**config.mk**
```make
export PLATFORM = sky130hd
export DESIGN_NAME = credit_retry_buffer
export DESIGN_NICKNAME = d
export VERILOG_FILES = /design/src/rtl/credit_retry_buffer.sv
export SDC_FILE = /design/constraint.sdc
export NUM_CORES = 1
export LEC_CHECK = 0
export ABC_AREA = 0
export BUFFER_PORTS_ARGS = -buffer_cell sky130_fd_sc_hd__buf_4
export CORE_MARGIN = 2
export CORE_UTILIZATION = 30
export DETAILED_ROUTE_END_ITERATION = 16
export GPL_TIMING_DRIVEN = 0
export PLACE_DENSITY = 0.49
export RECOVER_POWER = 50
export SLEW_MARGIN = 15
export SYNTH_ARGS = -nofsm -noshare
export SYNTH_HDL_FRONTEND = slang
export SYNTH_SLANG_ARGS = --single-unit
export TNS_END_PERCENT = 1
```
**constraint.sdc**
```tcl
create_clock -name clk -period 2.87 [get_ports clk]
set_input_delay 0.1435 -clock clk [delete_from_list [all_inputs] [get_ports clk]]
set_output_delay 0.1435 -clock clk [all_outputs]
set_load 0.005 [all_outputs]
```
**src/rtl/credit_retry_buffer.sv**
```systemverilog
// Purpose: credit/retry ingress buffer with a data FIFO feeding a 2-entry egress skid buffer.
// Latency: an accepted beat reaches tx_* two cycles later through an idle pipeline; one beat per cycle sustained.
// Backpressure: rx_ready_o drops when all slots are occupied or reserved; long stalls get retry plus a later credit.

module sync_fifo #(
  parameter int W  = 8,
  parameter int N  = 4,
  parameter int CW = $clog2(N + 1)
) (
  input  logic          clk,
  input  logic          reset_n,
  input  logic          push,
  input  logic [W-1:0]  push_dat,
  input  logic          pop,
  output logic [W-1:0]  head_dat,
  output logic [CW-1:0] count
);
  localparam int PW = (N > 1) ? $clog2(N) : 1;

  logic [W-1:0]  mem [N];
  logic [PW-1:0] rd_ptr;
  logic [PW-1:0] wr_ptr;

  function automatic logic [PW-1:0] ptr_inc(input logic [PW-1:0] p);
    return (p == PW'(N - 1)) ? '0 : p + PW'(1);
  endfunction

  // Entry storage; no reset needed because count gates every consumer of head_dat.
  always_ff @(posedge clk) begin
    if (push) mem[wr_ptr] <= push_dat;
  end

  // Pointers and occupancy; a push while full is legal only alongside a pop.
  always_ff @(posedge clk or negedge reset_n) begin
    if (!reset_n) begin
      rd_ptr <= '0;
      wr_ptr <= '0;
      count  <= '0;
    end else begin
      if (push) wr_ptr <= ptr_inc(wr_ptr);
      if (pop)  rd_ptr <= ptr_inc(rd_ptr);
      count <= count + CW'(push) - CW'(pop);
    end
  end

  assign head_dat = mem[rd_ptr];
endmodule

module credit_retry_buffer #(
  parameter int DEPTH        = 4,
  parameter int ID_W         = 3,
  parameter int PAYLOAD_W    = 5,
  parameter int STALL_THRESH = 2,
  parameter int CREDIT_DEPTH = 4
) (
  input  logic                              clk,
  input  logic                              reset_n,
  input  logic                              rx_valid_i,
  input  logic [ID_W-1:0]                   rx_id_i,
  input  logic [PAYLOAD_W-1:0]              rx_payload_i,
  input  logic                              rx_credit_i,
  output logic                              rx_ready_o,
  output logic                              rx_retry_o,
  output logic                              tx_valid_o,
  output logic [ID_W-1:0]                   tx_id_o,
  output logic [PAYLOAD_W-1:0]              tx_payload_o,
  input  logic                              tx_ready_i,
  output logic                              credit_gnt_o,
  output logic [ID_W-1:0]                   credit_id_o,
  output logic [$clog2(DEPTH+1)-1:0]        rsv_cnt_o,
  output logic [$clog2(CREDIT_DEPTH+1)-1:0] credits_pending_o,
  output logic                              cred_err_o
);
  localparam int RSV_W = $clog2(DEPTH + 1);
  localparam int CP_W  = $clog2(CREDIT_DEPTH + 1);
  localparam int CNT_W = $clog2(STALL_THRESH + 1);
  localparam logic [RSV_W-1:0] RSV_FULL = RSV_W'(DEPTH);
  localparam logic [CP_W-1:0]  CP_FULL  = CP_W'(CREDIT_DEPTH);
  localparam logic [CNT_W-1:0] CNT_SAT  = CNT_W'(STALL_THRESH);

  typedef struct packed {
    logic [ID_W-1:0]      id;
    logic [PAYLOAD_W-1:0] payload;
  } beat_t;

  logic [RSV_W-1:0] rsv_q;
  logic [CNT_W-1:0] cnt_q;
  logic             err_q;
  logic [RSV_W-1:0] data_cnt;
  logic [RSV_W-1:0] res;
  beat_t            data_head;
  beat_t            rx_beat;
  logic [CP_W-1:0]  cred_cnt;
  logic [ID_W-1:0]  cred_head;
  beat_t            skid0_q, skid1_q, skid0_d, skid1_d;
  logic [1:0]       skid_cnt_q, skid_cnt_d;
  logic             credited, push, pop, deq, stalled;

  // Reserved slots are those counted in rsv but not yet holding data.
  assign res        = rsv_q - data_cnt;
  assign credited   = rx_credit_i & (res != '0);
  assign rx_ready_o = credited | (rsv_q != RSV_FULL);
  assign push       = rx_valid_i & rx_ready_o;
  // A full skid buffer still accepts when its head leaves this cycle.
  assign pop        = (data_cnt != '0) & ((skid_cnt_q != 2'd2) | tx_ready_i);
  assign deq        = tx_valid_o & tx_ready_i;
  assign stalled    = rx_valid_i & ~credited & (rsv_q == RSV_FULL);
  assign rx_retry_o = stalled & (cnt_q == CNT_SAT) & (cred_cnt != CP_FULL);

  // Every pop frees a slot; if someone is owed a credit, the slot goes to them.
  assign credit_gnt_o = pop & (cred_cnt != '0);
  assign credit_id_o  = credit_gnt_o ? cred_head : '0;

  assign tx_valid_o        = (skid_cnt_q != 2'd0);
  assign tx_id_o           = tx_valid_o ? skid0_q.id : '0;
  assign tx_payload_o      = tx_valid_o ? skid0_q.payload : '0;
  assign rsv_cnt_o         = rsv_q;
  assign credits_pending_o = cred_cnt;
  assign cred_err_o        = err_q;
  assign rx_beat           = '{id: rx_id_i, payload: rx_payload_i};

  sync_fifo #(.W($bits(beat_t)), .N(DEPTH), .CW(RSV_W)) u_data_fifo (
    .clk      (clk),
    .reset_n  (reset_n),
    .push     (push),
    .push_dat (rx_beat),
    .pop      (pop),
    .head_dat (data_head),
    .count    (data_cnt)
  );

  sync_fifo #(.W(ID_W), .N(CREDIT_DEPTH), .CW(CP_W)) u_credit_fifo (
    .clk      (clk),
    .reset_n  (reset_n),
    .push     (rx_retry_o),
    .push_dat (rx_id_i),
    .pop      (credit_gnt_o),
    .head_dat (cred_head),
    .count    (cred_cnt)
  );

  // Skid next state: shift out the head on handshake, then append the popped beat.
  always_comb begin
    skid0_d    = skid0_q;
    skid1_d    = skid1_q;
    skid_cnt_d = skid_cnt_q;
    if (deq) begin
      skid0_d    = skid1_q;
      skid_cnt_d = skid_cnt_q - 2'd1;
    end
    if (pop) begin
      if (skid_cnt_d == 2'd0) skid0_d = data_head;
      else                    skid1_d = data_head;
      skid_cnt_d = skid_cnt_d + 2'd1;
    end
  end

  // Skid buffer registers.
  always_ff @(posedge clk or negedge reset_n) begin
    if (!reset_n) begin
      skid0_q    <= '0;
      skid1_q    <= '0;
      skid_cnt_q <= '0;
    end else begin
      skid0_q    <= skid0_d;
      skid1_q    <= skid1_d;
      skid_cnt_q <= skid_cnt_d;
    end
  end

  // Reservation count, stall counter and sticky spurious-credit flag.
  always_ff @(posedge clk or negedge reset_n) begin
    if (!reset_n) begin
      rsv_q <= '0;
      cnt_q <= '0;
      err_q <= 1'b0;
    end else begin
      rsv_q <= rsv_q + RSV_W'(push & ~credited) + RSV_W'(credit_gnt_o) - RSV_W'(pop);
      if (pop)                              cnt_q <= '0;
      else if (stalled && cnt_q != CNT_SAT) cnt_q <= cnt_q + CNT_W'(1);
      if (rx_valid_i && rx_credit_i && res == '0) err_q <= 1'b1;
    end
  end
endmodule

```
# After elaboration in Yosys (flattened, before gate mapping)
# Memories as Yosys holds them, arrays and structs flattened.
# Index checks and enable logic that the tools add are counted.
# W data, S select, Z words.
[op_classes]
reduce_logical = 11
mux = 18
n_addsub = 15
n_eq_ne = 10
bitwise = 15
[op_table]
columns = ["operator", "count"]
rows = [
  ["$mux W8", 3],
  ["$mux W2", 8],
  ["$add A2 B1 Y2 const B", 6],
  ["$eq A2 B2 Y1 const B", 5],
  ["$add A3 B1 Y3", 3],
  ["$and A1 B1 Y1", 9],
  ["$reduce_bool A3 Y1", 3],
  ["$sub A3 B1 Y3", 3],
  ["$mux W3", 2],
  ["$ne A3 B3 Y1 const B", 2],
  ["$mux W5", 1],
  ["$mux W1", 4],
  ["$ne A2 B2 Y1 const B", 2],
  ["$reduce_bool A2 Y1", 2],
  ["$add A3 B3 Y3", 1],
  ["$and A1 B3 Y3", 1],
  ["$eq A3 B3 Y1 const B", 1],
  ["$logic_and A1 B1 Y1", 3],
  ["$logic_not A3 Y1", 1],
  ["$not A1 Y3", 1],
  ["$sub A3 B3 Y3", 1],
  ["$logic_not A2 Y1", 1],
  ["$not A1 Y1", 2],
  ["$or A1 B1 Y1", 2],
  ["other kinds (2)", 2],
]
[totals]
out_inout_bits = 22
mem_bits_rw = 44
in_bits = 13
reg_bits = 38
elab_cells = 85
n_memories = 2
[memory_table]
columns = ["memory", "words", "word_bits", "read_ports", "rd_clocked_by_memory_dff", "write_ports", "line_no", "text"]
rows = [
  ["u_data_fifo.mem", 4, 8, 1, 0, 1, "20", "logic [W-1:0] mem [N];"],
  ["u_credit_fifo.mem", 4, 3, 1, 0, 1, "20", ""],
]

# Logic depth before layout (Yosys ltp)
# Gate-level depths: netlist (run 1).
[logic_depth]
depth_word = 10
depth_mapped = 12
ltp_nobuf = 11

# Cells and area by module
# From an unflattened synthesis (run 1), not the netlist that was laid out.
[unflattened]
hier_cells = 252
area_unflattened_um2 = 3747.3
[by_module_without_submodules]
columns = ["module", "n_inst", "seq_area_each_um2", "area_per_inst_um2", "cells_per_inst"]
rows = [
  ["sync_fifo at u_data_fifo", 1, 1136.1, 1554.0, 76],
  ["credit_retry_buffer", 1, 600.6, 1357.6, 127],
  ["sync_fifo at u_credit_fifo", 1, 535.5, 835.8, 49],
]

# Least setup slack after synthesis (run 1)
# OpenSTA, ideal clock, no wires.
[synth_path]
kind = "register to register"
start = "register skid_cnt_q[0]"
end = "register skid1_q[0] (netlist bit)"
setup_time_ns = 0.125
n_path_buf = 2
path_slack_ns = 0.372
t_arrival_ns = 2.373
t_required_ns = 2.745
path_stages_with_launch = 10
period_less_slack_ns = 2.498
path_cell_list = "dfrtp_1 -> inv_1 -> ha_1 -> clkbuf_1 -> nor2_4 -> mux2_2 -> ha_1 -> nor2b_1 -> clkbuf_1 -> mux2_2"
[synth_between]
elab_chain_cells = 6
word_cells_on_any_way = 10
cone_classes = "1 x add/sub; 1 x eq/ne; 1 x mux; 4 x bitwise; 3 x reduce/logical"
[synth_lines]
columns = ["element", "line_no", "text"]
rows = [
  ["start, declared", "96", "logic [1:0] skid_cnt_q, skid_cnt_d;"],
  ["start signal, assigned", "167", "skid_cnt_q <= skid_cnt_d;"],
  ["parallel branches: the longest is 5 deep, another holds $sub A2 B1 Y2", "-", ""],
  ["$reduce_and A2 Y1 (no line) (*)", "-", ""],
  ["end signal, assigned", "166", "skid1_q <= skid1_d;"],
  ["end, declared", "95", "beat_t skid0_q, skid1_q, skid0_d, skid1_d;"],
]
# Every way passes the cells marked *.
# A chain may end at the register's enable or synchronous reset.

# Final worst setup path (run 1)
[layout_path]
start = "register skid_cnt_q[0]"
end = "register u_credit_fifo.count[2]"
[layout_between]
elab_chain_cells = 5
[layout_lines]
columns = ["element", "line_no", "text"]
rows = [
  ["$ne A2 B2 Y1", "105", "assign pop = (data_cnt != '0) & ((skid_cnt_q != 2'd2) | tx_ready_i);"],
  ["$or A1 B1 Y1", "105", ""],
  ["$and A1 B1 Y1", "105", ""],
  ["net pop", "97", "logic credited, push, pop, deq, stalled;"],
  ["$and A1 B1 Y1", "111", "assign credit_gnt_o = pop & (cred_cnt != '0);"],
  ["$sub A3 B1 Y3", "42", "count <= count + CW'(push) - CW'(pop);"],
  ["end signal, assigned", "42", ""],
  ["end, declared", "16", "output logic [CW-1:0] count"],
]
# The timed path passes the listed nets, and every way through them passes these cells.

==> flow_metrics.py, run 1 <==
metrics = {
    "clocking": {
        "cts_tree": "done",
        "root_buffer": "clkbuf_16",
        "cts_sinks": 82,
        "cts.htree.levels": 3,
        "cts_inserted_buffers": 9,
        "clock_latency_ns": 0.33,
        "clk_pin_slew_ns": 0.06,
        "clk_path_buf_depth": 2,
    },
    "logic_synthesis": {
        "seq_area_frac_synth_pct": 60.9,
        "synth_edf_count": 44,
        "synthFlopType": "edfxtp_1",
        "synth.net_count": 289,
        "yosys_warnings": 0,
        "synthCells": 251,
        "syn_area_per_cell_um2": 14.9,
        "yosys.area.top_type": "edfxtp_1",
        "synth_area_leaders": "edfxtp_1, dfrtp_1, ha_1, mux4_2, mux2_2",
        "syn_area_um2": 3730,
        "synth-seq-cells": 82,
        "post-synth-top-count-cell": "edfxtp_1",
        "synthTopCellsByCount": "edfxtp_1, dfrtp_1, inv_1, ha_1, nor2_1",
        "synthArstFlopShare_pct": 46.3,
        "synth_top_area_share_pct": 35.4,
        "ys_types": 32,
    },
    "timing": {
        "grt_setup_unrepaired": "false",
        "finalSetupViolations": 0,
        "hold_viol": 0,
        "finClkSkew_ns": 0.00744,
        "min_period_ns": 2.60,
        "fmax_mhz": 385,
        "layout_worst_path_cycle_share_pct": 90.4,
        "worstMarginPinSlew_ns": 2.10,
        "relSlewSlack_pct": -40.0,
        "slew_violations": 39,
    },
    "hold_path": {
        "hold_path.class": "in -> reg",
    },
    "worst_setup_path": {
        "required_ns": 3.08,
        "critical_path_class": "reg -> reg",
        "worstPathArrival_ns": 2.81,
        "crit_chain": "inv_1 > ha_1 > a21oi_1 > buf_2 > o31ai_2 > inv_2 > ha_1 > inv_1 > ha_1 > fa_1 > xnor2_1 > xnor2_1",
        "crit_path_start_kind": "flop",
        "crit_buf_inv": 4,
        "crit_fanout": 11,
        "path_depth": 12,
        "cpMostUsedCell": "ha_1",
        "r2r_cells": 12,
        "r2r-end": "u_credit_fifo.count[2]",
        "cp-startpoint": "skid_cnt_q[0]",
        "cp_slowest_stage_delay_ns": 0.38,
        "r2r-start": "skid_cnt_q[0]",
        "endpoint": "u_credit_fifo.count[2]",
        "reg2reg_slack_ns": 0.27,
        "slowest_stage": "fa_1",
        "crit_family": "adder cells",
        "end_kind": "flop",
    },
    "place": {
        "place_area_um2": 4200,
        "portBuffers": 34,
        "dp_hpwl_um": 4450,
        "gp_congestion": 0.689,
    },
    "grt": {
        "grt_max_degree": 39,
        "grt_pass1_wl_um": 10500,
        "track_usage_pct": 10.5,
        "grt_remaining_overflow": 0,
        "antenna_found_initial": 0,
        "grt_pass1_vias": 2010,
    },
    "floorplanning": {
        "core_um2": 12100,
        "ios": 35,
        "die_h_um": 116,
        "die_w_um": 116,
        "initial_utilization_pct": 30.9,
        "die_area_um2": 13300,
        "fp-row-count": 40,
    },
    "detailed_routing": {
        "detail_route.iter0.violations": 49,
        "avgViaCountPerCell": 4.21,
        "dr.pass1.iters": 5,
        "drtAntennaViolNets": 0,
        "drc": 0,
        "vias": 1983,
        "post_drt_wl_per_cell_um": 13.8,
        "routed_wl_um": 6490,
    },
    "finish": {
        "final_area_um2": 4530,
        "drive_above_1_share_pct": 25.7,
        "area_delta_synth_final_pct": 21.3,
        "fillers": 1150,
        "antenna_cells": 0,
        "final_util_pct": 37.5,
        "final_nets": 336,
    },
    "run_status": {
        "outcome": "complete, but fails checks",
        "violations": "max-capacitance violations, max-slew violations",
    },
    "pwr": {
        "p_leak_nw": 1.83,
        "power.density_nw_per_um2": 1160,
        "ir_drop_mv": 0.302,
    },
    "flow_run": {
        "cap_violations": 1,
    },
}
## what timing repair did
item / 4_1_cts / 5_1_grt
pin swaps: 1 / 0
setup endpoints to repair: 16 / 13
gates cloned: 0 / 0
hold buffers: 1 / 0
gates resized for setup: 0 / 2
buffers inserted: 2 / 0
endpoints found under the hold margin: 38 / 0
## cell usage in the layout (no fill, tap or decap), types with 6 or more instances in the layout
cell type and count:
mux2_2 14, nor2_1 15, dfrtp_1 38, inv_1 23
buf_4 20, nor2b_1 13, mux4_2 11, mux2i_1 9
clkbuf_16 9, ha_1 21, clkbuf_4 7, xnor2_1 9
and2_1 8, clkbuf_1 14, nand2_1 6, a21oi_1 9
edfxtp_1 44
## routing by layer
layer	vias up	track usage, %	part of all wire (%)
li1	977	-	-
met1	985	14.0	46
met2	19	16.5	50
met3	2	2.98	2.8
met4	0	3.86	0.62
met5	-	0	0
## sequential cells by signal (all words and copies together) (netlist names), 2 cells and up
signal,count
u_data_fifo.wr_ptr,2
rsv_cnt_o,3
u_data_fifo.count,3
u_credit_fifo.wr_ptr,2
u_credit_fifo.count,3
skid0_q,8
u_data_fifo.mem,32
cnt_q,2
skid1_q,8
u_credit_fifo.mem,12
u_data_fifo.rd_ptr,2
skid_cnt_q,2
u_credit_fifo.rd_ptr,2
## power breakdown
| group | switching (mW) | total [mW] | internal [mW] | leakage [nW] |
|---|---|---|---|---|
| sequential | 0.200 | 1.83 | 1.63 | 0.850 |
| clock | 0.431 | 1.28 | 0.849 | 0.160 |
| combinational | 1.03 | 2.13 | 1.09 | 0.818 |
| total | 1.66 | 5.24 | 3.58 | 1.83 |
## per-stage QoR
step                TNS [ns]  total power [mW]  instances  setup slack, ns  hold WS (ns)
detailed placement    -0.748              4.02        453          -0.0877         0.155
finish                     0              5.24        471            0.275        0.0675
CTS                        0              5.34        472           0.0473       0.00512
global placement      -0.535              3.95        453          -0.0703         0.153
global route               0              5.69        471           0.0158        0.0544
floorplan                  0              3.33        251            0.372        -0.152
## cells by family after synthesis
kind of cell,synth area share (%)
DFF,60.9
adders and majority gates,9.19
xor gates and xnor gates,2.35
muxes,14.1
buffers and inverters,3.39
and+or+nand+nor,6.91
AOI/OAI and AO/OA,3.22
## worst min-delay path by stage
stage,slack [ns],from,cells past startpoint,end
after floorplan,-0.15,reset_n,0,cnt_q[0]
after global placement,0.15,reset_n,1,skid0_q[2]
after detailed placement,0.15,reset_n,1,skid1_q[2]
after CTS,0.005,rx_payload_i[1],1,u_data_fifo.mem[1][1]
after global routing,0.05,rx_credit_i,2,cred_err_o
final,0.07,rx_credit_i,2,cred_err_o
## area by class of cell
cell class	instances	area (um^2)	share of cell area [%]
multi-input combinational	138	1340	29.6
tap	168	210	4.64
timing repair buffer	37	246	5.45
sequential	82	2270	50.2
inverter	24	90.1	1.99
buffer	6	32.5	0.719
clock buffer	11	233	5.14
clock inverter	5	103	2.27
(Power assumes the default switching activity.)
==> run 2: changes to the inputs <==
--- a/config.mk
+++ b/config.mk
@@ -16,5 +16,6 @@
 export SLEW_MARGIN = 15
 export SYNTH_ARGS = -nofsm -noshare
 export SYNTH_HDL_FRONTEND = slang
+export SYNTH_HIERARCHICAL = 1
 export SYNTH_SLANG_ARGS = --single-unit
 export TNS_END_PERCENT = 1
==> flow_metrics.py, run 2 <==
metrics = {
    "worst_setup_path": {
        "critical_path_class": "reg -> reg",
        "crit_buf_inv": 3,
        "crit_family": "adder cells",
        "cp-startpoint": "skid_cnt_q[0]",
        "r2r-start": "skid_cnt_q[0]",
        "required_ns": 3.12,
        "cp_slowest_stage_delay_ns": 0.38,
        "crit_chain": "inv_1 > ha_1 > a21oi_4 > o31a_1 > ha_1 > inv_1 > ha_1 > inv_1 > fa_1 > xnor2_1 > xnor2_1",
        "crit_fanout": 13,
        "worstPathArrival_ns": 2.92,
        "crit_path_start_kind": "flop",
        "end_kind": "flop",
        "slowest_stage": "a21oi_4",
    },
    "clocking": {
        "root_buffer": "clkbuf_16",
        "cts_sinks": 82,
        "clk_path_buf_depth": 2,
        "clk_pin_slew_ns": 0.06,
        "cts.htree.levels": 3,
        "cts_tree": "done",
        "cts_inserted_buffers": 9,
        "clock_latency_ns": 0.33,
    },
    "timing": {
        "layout_worst_path_cycle_share_pct": 93.1,
        "worst_slack_ns": 0.198,
        "hold_ws_ns": 0.0599,
        "grt_setup_unrepaired": "false",
        "finalSetupViolations": 0,
        "slew_violations": 39,
        "relSlewSlack_pct": -43.6,
        "min_period_ns": 2.67,
        "fin_setup_tns_ns": 0,
        "hold_viol": 0,
        "worstMarginPinSlew_ns": 2.15,
        "finClkSkew_ns": 0.00466,
        "fmax_mhz": 374,
    },
    "finish": {
        "fillers": 1197,
        "seqCellArea_um2": 2270,
        "final_util_pct": 38.0,
        "largest_reg_flops": 32,
        "largest_registers": "u_data_fifo/mem: 32 flops, u_credit_fifo/mem: 12 flops",
        "area_delta_synth_final_pct": 22.9,
        "multi_input_area_um2": 1350,
        "final_nets": 341,
        "mostFrequentLayoutCells": "edfxtp_1, dfrtp_1, inv_1",
        "antenna_cells": 0,
        "drive_above_1_share_pct": 24.7,
        "largest_register": "u_data_fifo/mem",
        "final_common_cell": "edfxtp_1",
    },
    "place": {
        "gp_congestion": 0.683,
        "dp_worst_setup_slack_ns": -0.0726,
        "dp_hpwl_um": 4440,
        "portBuffers": 34,
    },
    "logic_synthesis": {
        "synth-seq-cells": 82,
        "yosys_warnings": 6,
        "synthFlopType": "edfxtp_1",
        "yosys.area.top_type": "edfxtp_1",
        "synth_edf_count": 44,
        "seq_area_frac_synth_pct": 60.6,
        "synth.net_count": 290,
        "post-synth-top-count-cell": "edfxtp_1",
        "synth_area_leaders": "edfxtp_1, dfrtp_1, ha_1, mux4_2, mux2_2",
        "syn_area_per_cell_um2": 14.9,
        "syn_area_um2": 3750,
        "synth_top_area_share_pct": 35.3,
        "synthTopCellsByCount": "edfxtp_1, dfrtp_1, inv_1, ha_1, nor2_1",
        "ys_types": 32,
        "synthCells": 252,
        "synthArstFlopShare_pct": 46.3,
    },
    "flow_run": {
        "cap_violations": 1,
    },
    "grt": {
        "grt_pass1_vias": 2069,
        "grt_pass1_wl_um": 10600,
        "antenna_found_initial": 0,
        "grt_max_degree": 39,
        "track_usage_pct": 10.6,
        "grt_remaining_overflow": 0,
    },
    "detailed_routing": {
        "post_drt_wl_per_cell_um": 13.7,
        "dr.pass1.iters": 4,
        "avgViaCountPerCell": 4.25,
        "routed_wl_um": 6500,
        "vias": 2023,
        "drc": 0,
        "detail_route.iter0.violations": 79,
        "drtAntennaViolNets": 0,
    },
    "hold_path": {
        "worstHoldStart": "rx_credit_i",
        "hold_path.class": "in -> reg",
    },
    "run_status": {
        "outcome": "complete, but fails checks",
        "violations": "max-capacitance violations, max-slew violations",
    },
    "floorplanning": {
        "die_area_um2": 13400,
        "initial_utilization_pct": 30.9,
        "die_h_um": 116,
        "ios": 35,
        "core_um2": 12100,
        "die_w_um": 116,
        "fp-row-count": 40,
    },
    "pwr": {
        "total_power_mw": 5.45,
        "ir_drop_mv": 0.302,
        "p_leak_nw": 1.88,
        "power.density_nw_per_um2": 1180,
    },
}
run 2: metrics by stage:
stage	instance area [um^2]	cells
floorplan	3750	252
global placement	4210	454
detailed placement	4210	454
CTS	4620	473
global route	4600	476
finish	4600	476
run 2: cells by family (layout without fill, tap and decap cells):
group,Yosys count,after routing,synth area share [%]
fa+ha+maj,25,25,9.15
xor+xnor,10,10,2.34
buf+inv,30,86,3.51
flops,82,82,60.6
mux,35,35,13.8
simple gates,53,53,7.88
compound gates,17,17,2.67
run 2: what timing repair did:
action | in CTS | in global routing
setup endpoints to repair | 2 | 2
gates resized for setup | 1 | 0
buffers inserted | 0 | 3
gates cloned | 0 | 0
hold buffers | 3 | 0
endpoints found under the hold margin | 43 | 0
run 2: layer usage:
layer  part of all wire [%]  track usage, %  vias up
met2                     47            15.9       25
met4                    1.7            4.76        0
li1                       -               -      986
met1                     48            14.5     1005
met5                      0               0        -
met3                    2.8            2.72        7
run 2: worst paths after layout:
check / endpoint / slack (ns) / depth (start not counted)
setup / recovery: u_credit_fifo/count[2] / 0.20 / 11
hold / removal: cred_err_o / 0.06 / 2
setup reg to reg: u_credit_fifo/count[2] / 0.20 / 11
hold reg to reg: cred_err_o / 0.47 / 1
max in group asynchronous: u_credit_fifo/count[1] / 0.65 / 2
min in group asynchronous: skid0_q[2] / 0.98 / 2
run 2: layout make-up:
| cell class | instances | share of cell area (%) |
|---|---|---|
| Multi-Input combinational cell | 140 | 29.3 |
| Sequential cell | 82 | 49.3 |
| Timing Repair Buffer | 40 | 5.95 |
| Buffer | 5 | 0.815 |
| Clock inverter | 7 | 3.04 |
| Tap cell | 168 | 4.57 |
| Clock buffer | 9 | 4.89 |
| Inverter | 25 | 2.04 |
run 2: power breakdown:
part	switching, mW	leakage (nW)	internal, mW
Clock	0.461	0.174	0.938
Sequential	0.215	0.841	1.63
Combinational	1.03	0.867	1.18
==> run 3: changes to the inputs <==
--- a/config.mk
+++ b/config.mk
@@ -7,12 +7,10 @@
 export LEC_CHECK = 0
 export ABC_AREA = 0
 export BUFFER_PORTS_ARGS = -buffer_cell sky130_fd_sc_hd__buf_4
-export CORE_MARGIN = 2
 export CORE_UTILIZATION = 30
 export DETAILED_ROUTE_END_ITERATION = 16
 export GPL_TIMING_DRIVEN = 0
-export PLACE_DENSITY = 0.49
-export RECOVER_POWER = 50
+export PLACE_DENSITY = 0.55
 export SLEW_MARGIN = 15
 export SYNTH_ARGS = -nofsm -noshare
 export SYNTH_HDL_FRONTEND = slang
==> flow_metrics.py, run 3 (synthesis results as in run 2) <==
metrics = {
    "run_status": {
        "outcome": "finished clean",
    },
    "detailed_routing": {
        "drtAntennaViolNets": 0,
        "detail_route.iter0.violations": 75,
        "drc": 0,
        "vias": 2013,
        "post_drt_wl_per_cell_um": 13.0,
        "avgViaCountPerCell": 4.24,
        "dr.pass1.iters": 4,
        "routed_wl_um": 6150,
    },
    "pwr": {
        "switchingPower_mw": 1.67,
        "pwr-share-clk_pct": 23.1,
        "combPwrFrac_pct": 42.0,
        "seqPwrFrac_pct": 34.9,
        "intPower_mw": 3.62,
        "p_sw_share_pct": 31.5,
        "power.density_nw_per_um2": 1150,
        "p_leak_nw": 1.89,
        "ir_drop_mv": 0.370,
    },
    "hold_path": {
        "hold_path.class": "in -> reg",
    },
    "timing": {
        "relSlewSlack_pct": 66.2,
        "fmax_mhz": 382,
        "grt_setup_unrepaired": "false",
        "slew_violations": 0,
        "finClkSkew_ns": 0.00841,
        "min_period_ns": 2.62,
        "hold_viol": 0,
        "finalSetupViolations": 0,
        "layout_worst_path_cycle_share_pct": 91.3,
        "worstMarginPinSlew_ns": 0.507,
    },
    "clocking": {
        "clk_pin_slew_ns": 0.06,
        "root_buffer": "clkbuf_16",
        "cts_sinks": 82,
        "cts_tree": "done",
        "cts.htree.levels": 3,
        "clock_latency_ns": 0.32,
        "clk_path_buf_depth": 2,
        "cts_inserted_buffers": 9,
    },
    "finish": {
        "antenna_cells": 0,
        "mostFrequentLayoutCells": "edfxtp_1, dfrtp_1, buf_4",
        "final_nets": 340,
        "largest_register": "u_data_fifo/mem",
        "drive_above_1_share_pct": 27.7,
        "largest_registers": "u_data_fifo/mem: 32 flops, u_credit_fifo/mem: 12 flops",
        "area_delta_synth_final_pct": 22.3,
        "fillers": 1188,
        "largest_reg_flops": 32,
        "final_util_pct": 37.8,
        "final_area_um2": 4580,
        "final_common_cell": "edfxtp_1",
    },
    "worst_setup_path": {
        "crit_fanout": 13,
        "crit_family": "adder cells",
        "worstPathArrival_ns": 2.86,
        "crit_chain": "inv_1 > ha_1 > a21oi_4 > o31a_1 > ha_1 > inv_1 > ha_1 > inv_1 > fa_1 > xnor2_1 > xnor2_1",
        "required_ns": 3.11,
        "crit_path_start_kind": "flop",
        "slowest_stage": "fa_1",
        "reg2reg_slack_ns": 0.25,
        "cp_slowest_stage_delay_ns": 0.38,
        "end_kind": "flop",
        "crit_buf_inv": 3,
        "critical_path_class": "reg -> reg",
    },
    "place": {
        "dp_hpwl_um": 4340,
        "place_area_um2": 4210,
        "gp_congestion": 0.653,
        "portBuffers": 34,
    },
    "floorplanning": {
        "die_area_um2": 12900,
        "ios": 35,
        "core_um2": 12100,
        "initial_utilization_pct": 30.9,
        "die_w_um": 114,
        "die_h_um": 114,
        "fp-row-count": 40,
    },
    "grt": {
        "grt_util_met1_pct": 14.2,
        "grt_max_degree": 39,
        "use_met2_pct": 16.0,
        "grt_pass1_vias": 1927,
        "grtUsageMet3_pct": 2.66,
        "track_usage_pct": 10.4,
        "grt_busiest_layer": "met2",
        "antenna_found_initial": 0,
        "grt_remaining_overflow": 0,
        "grt_pass1_wl_um": 10100,
    },
    "flow_run": {
        "cap_violations": 0,
    },
}
[run 3: timing repair]
item,in CTS,in global routing
hold endpoints to repair,38,0
setup buffers,0,4
setup endpoints to repair,1,1
resized for setup,1,0
pin swaps,0,1
hold buffers,1,0
[run 3: worst paths after layout]
check / start / cells after the start / to
setup / recovery: skid_cnt_q[0] / 11 / u_credit_fifo/count[2]
min in group asynchronous: reset_n / 2 / rsv_cnt_o[2]
max in group asynchronous: reset_n / 2 / u_data_fifo/count[2]
hold / removal: rx_payload_i[0] / 1 / u_data_fifo/mem[1][0]
hold reg to reg: cred_err_o / 1 / cred_err_o
setup reg to reg: skid_cnt_q[0] / 11 / u_credit_fifo/count[2]
[run 3: power by group through the flow]
stage | Clock, mW | Sequential, mW | Combinational [mW]
final | 1.22 | 1.84 | 2.22
after global placement | 0 | 1.86 | 2.12
after CTS | 1.25 | 1.85 | 2.21
after detailed placement | 0 | 1.87 | 2.20
after floorplan | 0 | 1.82 | 1.56
after global routing | 1.30 | 1.89 | 2.50
[run 3: area by class of cell]
type / count / area [um^2] / area share [%]
Tap cell: 168 / 210 / 4.59
Multi-Input combinational cell: 140 / 1350 / 29.5
Clock buffer: 12 / 246 / 5.38
Timing Repair Buffer: 39 / 295 / 6.44
Clock inverter: 4 / 76.3 / 1.67
Inverter: 25 / 93.8 / 2.05
Sequential cell: 82 / 2270 / 49.6
Buffer: 5 / 37.5 / 0.819
[run 3: metrics by stage]
stage / setup WS (ns) / hold WS, ns / power, mW / TNS [ns] / instances
2_1_floorplan: 0.308 / -0.152 / 3.38 / 0 / 252
3_3_place_gp: -0.0127 / 0.155 / 3.98 / -0.0127 / 454
3_5_place_dp: -0.0445 / 0.154 / 4.07 / -0.0445 / 454
4_1_cts: 0.149 / 0.0114 / 5.31 / 0 / 471
5_1_grt: 0.0568 / 0.0144 / 5.69 / 0 / 475
6_report: 0.250 / 0.0213 / 5.28 / 0 / 475
[run 3: routing by layer]
| layer | share of wire [%] | wire length, um |
|---|---|---|
| met5 | 0 | 0 |
| met4 | 1.1 | 65 |
| met3 | 3.5 | 213 |
| met2 | 48 | 2950 |
| met1 | 47 | 2920 |
